[src/rtl/flit_bus_master.sv]
// flit_bus_master: Avalon-MM initiator that moves flits between local valid/ready ports and the flit mailbox slave
module flit_bus_master #(
    parameter int RX_DEPTH = 4,
    parameter int POLL_GAP = 8,
    parameter int CNT_W    = 16
) (
    input  logic             CLK,
    input  logic             RST,
    output logic [2:0]       address,
    output logic             read,
    input  logic [31:0]      readdata,
    output logic             write,
    output logic [31:0]      writedata,
    input  logic             irq,
    input  logic [31:0]      tx_data,
    input  logic             tx_valid,
    output logic             tx_ready,
    output logic [31:0]      rx_data,
    output logic             rx_valid,
    input  logic             rx_ready,
    output logic [CNT_W-1:0] tx_count,
    output logic [CNT_W-1:0] rx_count,
    output logic             busy
);
    typedef enum logic [2:0] {IDLE, POLL, WRITE, READ, GAP} state_t;

    localparam int AW = $clog2(RX_DEPTH);
    localparam int CW = AW + 1;
    localparam int GW = $clog2(POLL_GAP + 1);

    state_t           state_q, state_d;
    logic [GW-1:0]    gap_q, gap_d;
    logic             prio_q, prio_d;
    logic [31:0]      hold_q, hold_d;
    logic             hold_full_q, hold_full_d;
    logic [31:0]      mem_q [RX_DEPTH];
    logic [AW-1:0]    wr_ptr_q, wr_ptr_d, rd_ptr_q, rd_ptr_d;
    logic [CW-1:0]    cnt_q, cnt_d;
    logic [CNT_W-1:0] tx_count_q, tx_count_d, rx_count_q, rx_count_d;
    logic             space, want_rd, want_wr, push, pop, capture, wr_done;

    // A pop in the deciding cycle is not credited, so READ is only chosen when room is certain
    assign space     = cnt_q < CW'(RX_DEPTH);
    assign want_rd   = readdata[1] && space;
    assign want_wr   = readdata[0] && hold_full_q;
    assign push      = state_q == READ;
    assign wr_done   = state_q == WRITE;
    assign pop       = rx_valid && rx_ready;
    assign capture   = tx_valid && !hold_full_q;
    assign tx_ready  = !hold_full_q;
    assign rx_valid  = cnt_q != CW'(0);
    assign rx_data   = mem_q[rd_ptr_q];
    assign busy      = state_q != IDLE;
    assign tx_count  = tx_count_q;
    assign rx_count  = rx_count_q;

    // Next state and single-cycle bus strobes; bus outputs follow the state register only
    always_comb begin
        state_d   = state_q;
        gap_d     = gap_q;
        prio_d    = prio_q;
        address   = 3'd0;
        read      = 1'b0;
        write     = 1'b0;
        writedata = 32'h0;
        case (state_q)
            IDLE:  state_d = (hold_full_q || (irq && space)) ? POLL : IDLE;
            POLL: begin
                read = 1'b1;
                if (want_rd && want_wr) state_d = prio_q ? WRITE : READ;
                else if (want_rd)       state_d = READ;
                else if (want_wr)       state_d = WRITE;
                else if (hold_full_q)   state_d = GAP;
                else                    state_d = IDLE;
                gap_d = '0;
            end
            WRITE: begin
                address   = 3'd1;
                write     = 1'b1;
                writedata = hold_q;
                state_d   = POLL;
                prio_d    = ~prio_q;
            end
            READ: begin
                address = 3'd2;
                read    = 1'b1;
                state_d = POLL;
                prio_d  = ~prio_q;
            end
            GAP: begin
                state_d = ((irq && space) || gap_q == GW'(POLL_GAP - 1)) ? POLL : GAP;
                gap_d   = gap_q + GW'(1);
            end
            default: state_d = IDLE;
        endcase
    end

    // Holding register, receive FIFO bookkeeping and wrapping statistics
    always_comb begin
        hold_d      = capture ? tx_data : hold_q;
        hold_full_d = capture | (hold_full_q & ~wr_done);
        wr_ptr_d    = push ? wr_ptr_q + AW'(1) : wr_ptr_q;
        rd_ptr_d    = pop ? rd_ptr_q + AW'(1) : rd_ptr_q;
        cnt_d       = cnt_q + CW'(push) - CW'(pop);
        tx_count_d  = wr_done ? tx_count_q + CNT_W'(1) : tx_count_q;
        rx_count_d  = push ? rx_count_q + CNT_W'(1) : rx_count_q;
    end

    // State registers; reset aborts any access and discards held or queued flits
    always_ff @(posedge CLK or posedge RST) begin
        if (RST) begin
            state_q     <= IDLE;
            gap_q       <= '0;
            prio_q      <= 1'b0;
            hold_q      <= '0;
            hold_full_q <= 1'b0;
            wr_ptr_q    <= '0;
            rd_ptr_q    <= '0;
            cnt_q       <= '0;
            tx_count_q  <= '0;
            rx_count_q  <= '0;
        end else begin
            state_q     <= state_d;
            gap_q       <= gap_d;
            prio_q      <= prio_d;
            hold_q      <= hold_d;
            hold_full_q <= hold_full_d;
            wr_ptr_q    <= wr_ptr_d;
            rd_ptr_q    <= rd_ptr_d;
            cnt_q       <= cnt_d;
            tx_count_q  <= tx_count_d;
            rx_count_q  <= rx_count_d;
        end
    end

    // FIFO storage needs no reset because the pointers define which entries are live
    always_ff @(posedge CLK) begin
        if (push) mem_q[wr_ptr_q] <= readdata;
    end
endmodule

[config.mk]
export PLATFORM = sky130hd
export DESIGN_NAME = flit_bus_master
export DESIGN_NICKNAME = d
export VERILOG_FILES = /design/src/rtl/flit_bus_master.sv
export SDC_FILE = /design/constraint.sdc
export NUM_CORES = 1
export LEC_CHECK = 0
export BUFFER_PORTS_ARGS = -buffer_cell sky130_fd_sc_hd__buf_2
export CAP_MARGIN = 30
export CORE_MARGIN = 5
export CORE_UTILIZATION = 54
export CTS_BUF_LIST = sky130_fd_sc_hd__clkbuf_8 sky130_fd_sc_hd__clkbuf_16
export CTS_CLUSTER_DIAMETER = 120
export DETAILED_ROUTE_END_ITERATION = 7
export MAX_ROUTING_LAYER = met4
export PLACE_DENSITY = 0.89
export SLEW_MARGIN = 20
export SYNTH_ARGS = -nofsm -noshare
export SYNTH_HDL_FRONTEND = slang
export SYNTH_SLANG_ARGS = --single-unit
[constraint.sdc]
create_clock -name CLK -period 3.65 [get_ports CLK]
set_input_delay 0.9125 -clock CLK [delete_from_list [all_inputs] [get_ports CLK]]
set_output_delay 0.9125 -clock CLK [all_outputs]
set_load 0.005 [all_outputs]
# Word level (Yosys, flattened, before mapping)

Memories as Yosys holds them, arrays and structs flattened.
Index checks and enable logic that the tools add are counted.
W data, S select, Z words.

Add/subtract/negate cells: 7
Order comparisons: 1
Equality and inequality tests: 5
Multiplexer cells: 15
Bitwise operators: 4
Reductions and logical operators: 15

Operators by type and width:

| operator                | number |
|---|---|
| $add A16 B1 Y16 const B | 2 |
| $mux W32                | 1 |
| $mux W3                 | 5 |
| $pmux W3 S4             | 1 |
| $pmux W4 S2             | 1 |
| $eq A3 B2 Y1 const B    | 2 |
| $logic_and A1 B1 Y1     | 6 |
| $mux W1                 | 6 |
| $reduce_bool A3 Y1      | 2 |
| $add A2 B1 Y2 const B   | 2 |
| $add A4 B1 Y4 const B   | 1 |
| $eq A4 B3 Y1 const B    | 1 |
| $pmux W2 S2             | 1 |
| $reduce_or A2 Y1        | 2 |
| $add A3 B1 Y3           | 1 |
| $eq A3 B1 Y1 const B    | 1 |
| $eq A3 B3 Y1 const B    | 1 |
| $logic_not A3 Y1        | 1 |
| $lt A3 B3 Y1 const B    | 1 |
| $sub A3 B1 Y3           | 1 |
| $logic_or A1 B1 Y1      | 2 |
| $not A1 Y1              | 2 |
| $reduce_bool A2 Y1      | 1 |
| $and A1 B1 Y1           | 1 |
| other kinds (2)         | 2 |

Register bits: 80
Memory bits (writable): 128
Input bits: 69
Output and inout port bits: 104
Word-level logic and storage cells: 58
Memories kept: 1

Memory list:

| name  | words | bits a word | rd ports | clocked after memory_dff | write ports | RTL line | source |
|---|---|---|---|---|---|---|---|
| mem_q | 4     | 32          | 1        | 0                        | 1           | 36       | `logic [31:0] mem_q [RX_DEPTH];` |

# Logic depth before layout (Yosys ltp)

Depth in word-level cells: 5
Depth in mapped cells: 9
Gate-level depth less buffers: 8

# Least setup slack after synthesis

Ideal clock, no wire load.

Path type: register to output
Start point: reg state_q[2]
End point: out writedata[10]
Data arrival time: 1.506 ns
Required time: 2.738 ns
Setup slack: 1.232 ns
Stages on the path, launching flop included: 7
Buffers on the path: 3
Cells stage by stage: dfrtp_1 -> buf_6 -> or3b_1 -> buf_6 -> inv_1 -> clkbuf_1 -> and2_1

Word-level cells in the longest chain between the ends: 2

RTL lines:

| item                     | RTL line | source |
|---|---|---|
| start: declaration       | 31       | `state_t state_q, state_d;` |
| start signal: assignment | 123      | `state_q <= state_d;` |
| $eq A3 B2 Y1             | 66       | `case (state_q)` |
| $mux W32                 | 66       |  |
| end: declaration         | 13       | `output logic [31:0] writedata,` |

Every way passes these cells.

# Worst setup path in the final report

Start point: reg state_q[0]
End point: out writedata[16]

Same word-level chain as after synthesis.

==> results.sh <==
export IMPL_status="finished clean"
export IMPL_whs_ps=464
export IMPL_p_leak_uw=0.00423
export IMPL_async_flop_share=0.385
export IMPL_start_kind="register"
export IMPL_hold_path_class="input pin to asynchronous set/reset pin"
export IMPL_power_total_uw=7170
export IMPL_drv_slew=0
export IMPL_drt_met1_wl_mm=6.69
export IMPL_grt_start_max_net_pins=37
export IMPL_stdcell_count=876
export IMPL_first_pass_iters=4
export IMPL_combPwrFrac=0.248
export IMPL_setup_worst_path_start="state_q[0]"
export IMPL_slew_headroom=0.396
export IMPL_pwr_density_cell_mw_per_mm2=710
export IMPL_power_switching_uw=2030
export IMPL_ys_ff_latch=208
export IMPL_critical_path_slowest_cell="dfrtp_1"
export IMPL_reg2reg_slack_ps=1190
export IMPL_peakVddDrop_v=0.000486
export IMPL_worst_setup_path_end_kind="output port"
export IMPL_yosysWarnings=0
export IMPL_antenna_found_initial=3
export IMPL_synth_edf_count=128
export IMPL_min_period_ps=3250
export IMPL_wl_mm=16.6
export IMPL_dpl_hpwl_mm=11.1
export IMPL_ctsLongestPathBuffers=3
export IMPL_max_cap_violations=0
export IMPL_nNetsFinal=749
export IMPL_die_y_um=134
export IMPL_track_usage=0.191
export IMPL_met2_length_mm=8.47
export IMPL_crit_path_end="writedata[16]"
export IMPL_fmax_ghz=0.307
export IMPL_crit_path_max_fanout=36
export IMPL_crit_path_max_incr_delay_ps=590
export IMPL_insertion_delay_ps=500
export IMPL_crit_type="register to output port"
export IMPL_gp_congestion=0.824
export IMPL_ys_top_cells_by_count="edfxtp_1 (128), dfrtp_1 (80), and2_1 (37)"
export IMPL_area_delta_synth_final_pct=21.3
export IMPL_arrival_ps=2340
export IMPL_start_util=0.550
export IMPL_drt_iter0_drc=259
export IMPL_synth_ff_type="edfxtp_1"
export IMPL_rows=45
export IMPL_cts_sinks=208
export IMPL_wl_met3_mm=1.14
export IMPL_grt_pass1_vias=5158
export IMPL_layout_drive_gt1_share=0.420
export IMPL_top_layer="met4"
export IMPL_syn_cell_area_sq_mm=0.00832
export IMPL_r2r_end="mem_q[3][2]"
export IMPL_cp_cell_sequence="or3b_1 > buf_4 > clkinvlp_4 > and2_1 > buf_2"
export IMPL_vias=4789
export IMPL_gr_total_overflow=0
export IMPL_finalInstanceArea_sq_mm=0.0101
export IMPL_syn_nets=569
export IMPL_pwr_share_seq=0.456
export IMPL_ctsHtreeMaxLevel=1
export IMPL_clk_pin_slew_ps=60
export IMPL_grt_first_pass_wirelength_mm=26.7
export IMPL_required_ps=2740
export IMPL_tightest_slew_ps=906
export IMPL_cp_num_cells=5
export IMPL_setup_viol=0
export IMPL_r2r_start="state_q[0]"
export IMPL_tns_ps=0
export IMPL_synthTopCellsByArea="edfxtp_1 (46%), dfrtp_1 (24%), mux4_2 (8.7%)"
export IMPL_syn_inst=490
export IMPL_pwr_share_clk=0.296
export IMPL_design_core_area_sq_mm=0.0151
export IMPL_rr_worst_depth=3
export IMPL_final_period_utilization=0.892
export IMPL_yosys_area_top_type="edfxtp_1"
export IMPL_hold_viol_final=0
export IMPL_synth_top_area_frac=0.462
export IMPL_cts_tree="done"
export IMPL_dieArea_sq_mm=0.0180
export IMPL_synthMostInstantiatedCell="edfxtp_1"
export IMPL_ant_nets=0
export IMPL_drc=0
export IMPL_syn_area_per_cell_sq_um=17.0
export IMPL_ys_types=46
export IMPL_viasPerCell=5.47
export IMPL_wire_per_inst_um=19.0
export IMPL_filler_cell_count=1022
export IMPL_io_pins=173
export IMPL_dp_cells=834
export IMPL_port_buffers=171
export IMPL_switching_share=0.283
export IMPL_rsz0062_at_grt="no"
export IMPL_cpLargestDelayFamily="buffers and inverters"
export IMPL_p_int_uw=5140
export IMPL_skew_ps=12.3
export IMPL_dpl_cell_area_sq_mm=0.00938
export IMPL_clock_root_buffer="clkbuf_16"
export IMPL_yosysSeqAreaShare=0.702
export IMPL_crit_buf_inv=3
export IMPL_die_w_um=134
export IMPL_cts_buffers=22
==> worst min path at each step <==
| stage | start | to | slack, ps | cells past startpoint |
|---|---|---|---|---|
| 4_1_cts | RST | tx_count[13] | 470 | 2 |
| 2_1_floorplan | prio_q | prio_q | 450 | 1 |
| 3_5_place_dp | rx_count[15] | rx_count[15] | 460 | 1 |
| 6_report | RST | tx_count[13] | 460 | 2 |
| 5_1_grt | rx_count[15] | rx_count[15] | 480 | 1 |
| 3_3_place_gp | tx_count[15] | tx_count[15] | 450 | 1 |
==> state kept, by name, summed over array words and instances, names as in the netlist, 3 cells and up <==
register / count
mem_q: 128
hold_q: 32
rx_count: 16
tx_count: 16
gap_q: 4
cnt_q: 3
state_q: 3
==> repair_timing <==
| item | in CTS | in global routing |
|---|---|---|
| hold buffers | 0 | 0 |
| setup buffers | 0 | 0 |
| gates resized for setup | 0 | 1 |
| endpoints found under the setup margin | 0 | 12 |
==> cells in the final DEF (no fill, tap or decap), types with 2 or more instances in the layout <==
cell,Yosys,final
ha_1,9,9
nor2_1,8,8
xor2_1,12,12
and2_1,37,33
a21oi_1,6,6
clkinv_1,1,2
clkinv_2,0,6
mux2_2,32,32
o21ai_0,8,8
xnor2_1,24,24
and2_2,0,4
nor4_1,2,2
dfrtp_1,80,79
edfxtp_1,128,128
nand3_1,14,14
mux4_2,32,32
clkbuf_16,0,22
buf_2,7,171
nor3_1,4,4
clkbuf_8,0,3
nand4_1,8,8
and4_1,2,2
diode_2,0,3
nor4_4,2,2
clkinvlp_4,0,4
buf_4,1,5
nand2_1,23,23
inv_1,15,15
==> worst reg2reg max path, delay by kind of cell, from the launching register on <==
family                 cells  cell delay [ps]
buffers and inverters      1              290
flip-flops                 1              590
AND/OR/NAND/NOR            2             1190
==> power by group through the flow <==
| stage | clock network (uW) | registers [uW] | logic, uW |
|---|---|---|---|
| detailed placement | 0 | 3310 | 1800 |
| floorplan | 0 | 3140 | 1280 |
| global placement | 0 | 3290 | 1730 |
| finish | 2120 | 3270 | 1780 |
| CTS | 2160 | 3280 | 1810 |
| global route | 2270 | 3340 | 1950 |
==> metrics by stage <==
stage / utilization / worst slack (ps)
floorplan: - / 686
global placement: 0.619 / 809
detailed placement: 0.619 / 685
CTS: 0.666 / 147
global route: 0.666 / 247
finish: 0.666 / 396
==> cell type report <==
type | count | area [sq um] | area share
Multi-Input combinational cell | 245 | 2320 | 0.230
Inverter | 16 | 65.1 | 0.00645
Antenna cell | 3 | 7.51 | 0.000744
Clock inverter | 14 | 114 | 0.0113
Tap cell | 188 | 235 | 0.0233
Sequential cell | 208 | 5850 | 0.579
Timing Repair Buffer | 177 | 913 | 0.0905
Clock buffer | 25 | 592 | 0.0586
==> metal layers <==
layer,vias up,track usage
li1,2186,-
met1,2399,0.243
met2,178,0.321
met3,26,0.0424
met4,0,0.0390
met5,-,-
==> kinds of logic after synthesis <==
group,after synthesis,share of synthesized area
DFF,208,0.702
and+or+nand+nor,112,0.0776
muxes,64,0.130
buffers and inverters,37,0.0200
xor gates and xnor gates,36,0.0379
AOI/OAI and AO/OA,22,0.0159
adders and majority gates,10,0.0159
other,1,0.000451
Power figures use the tool's default switching activity.
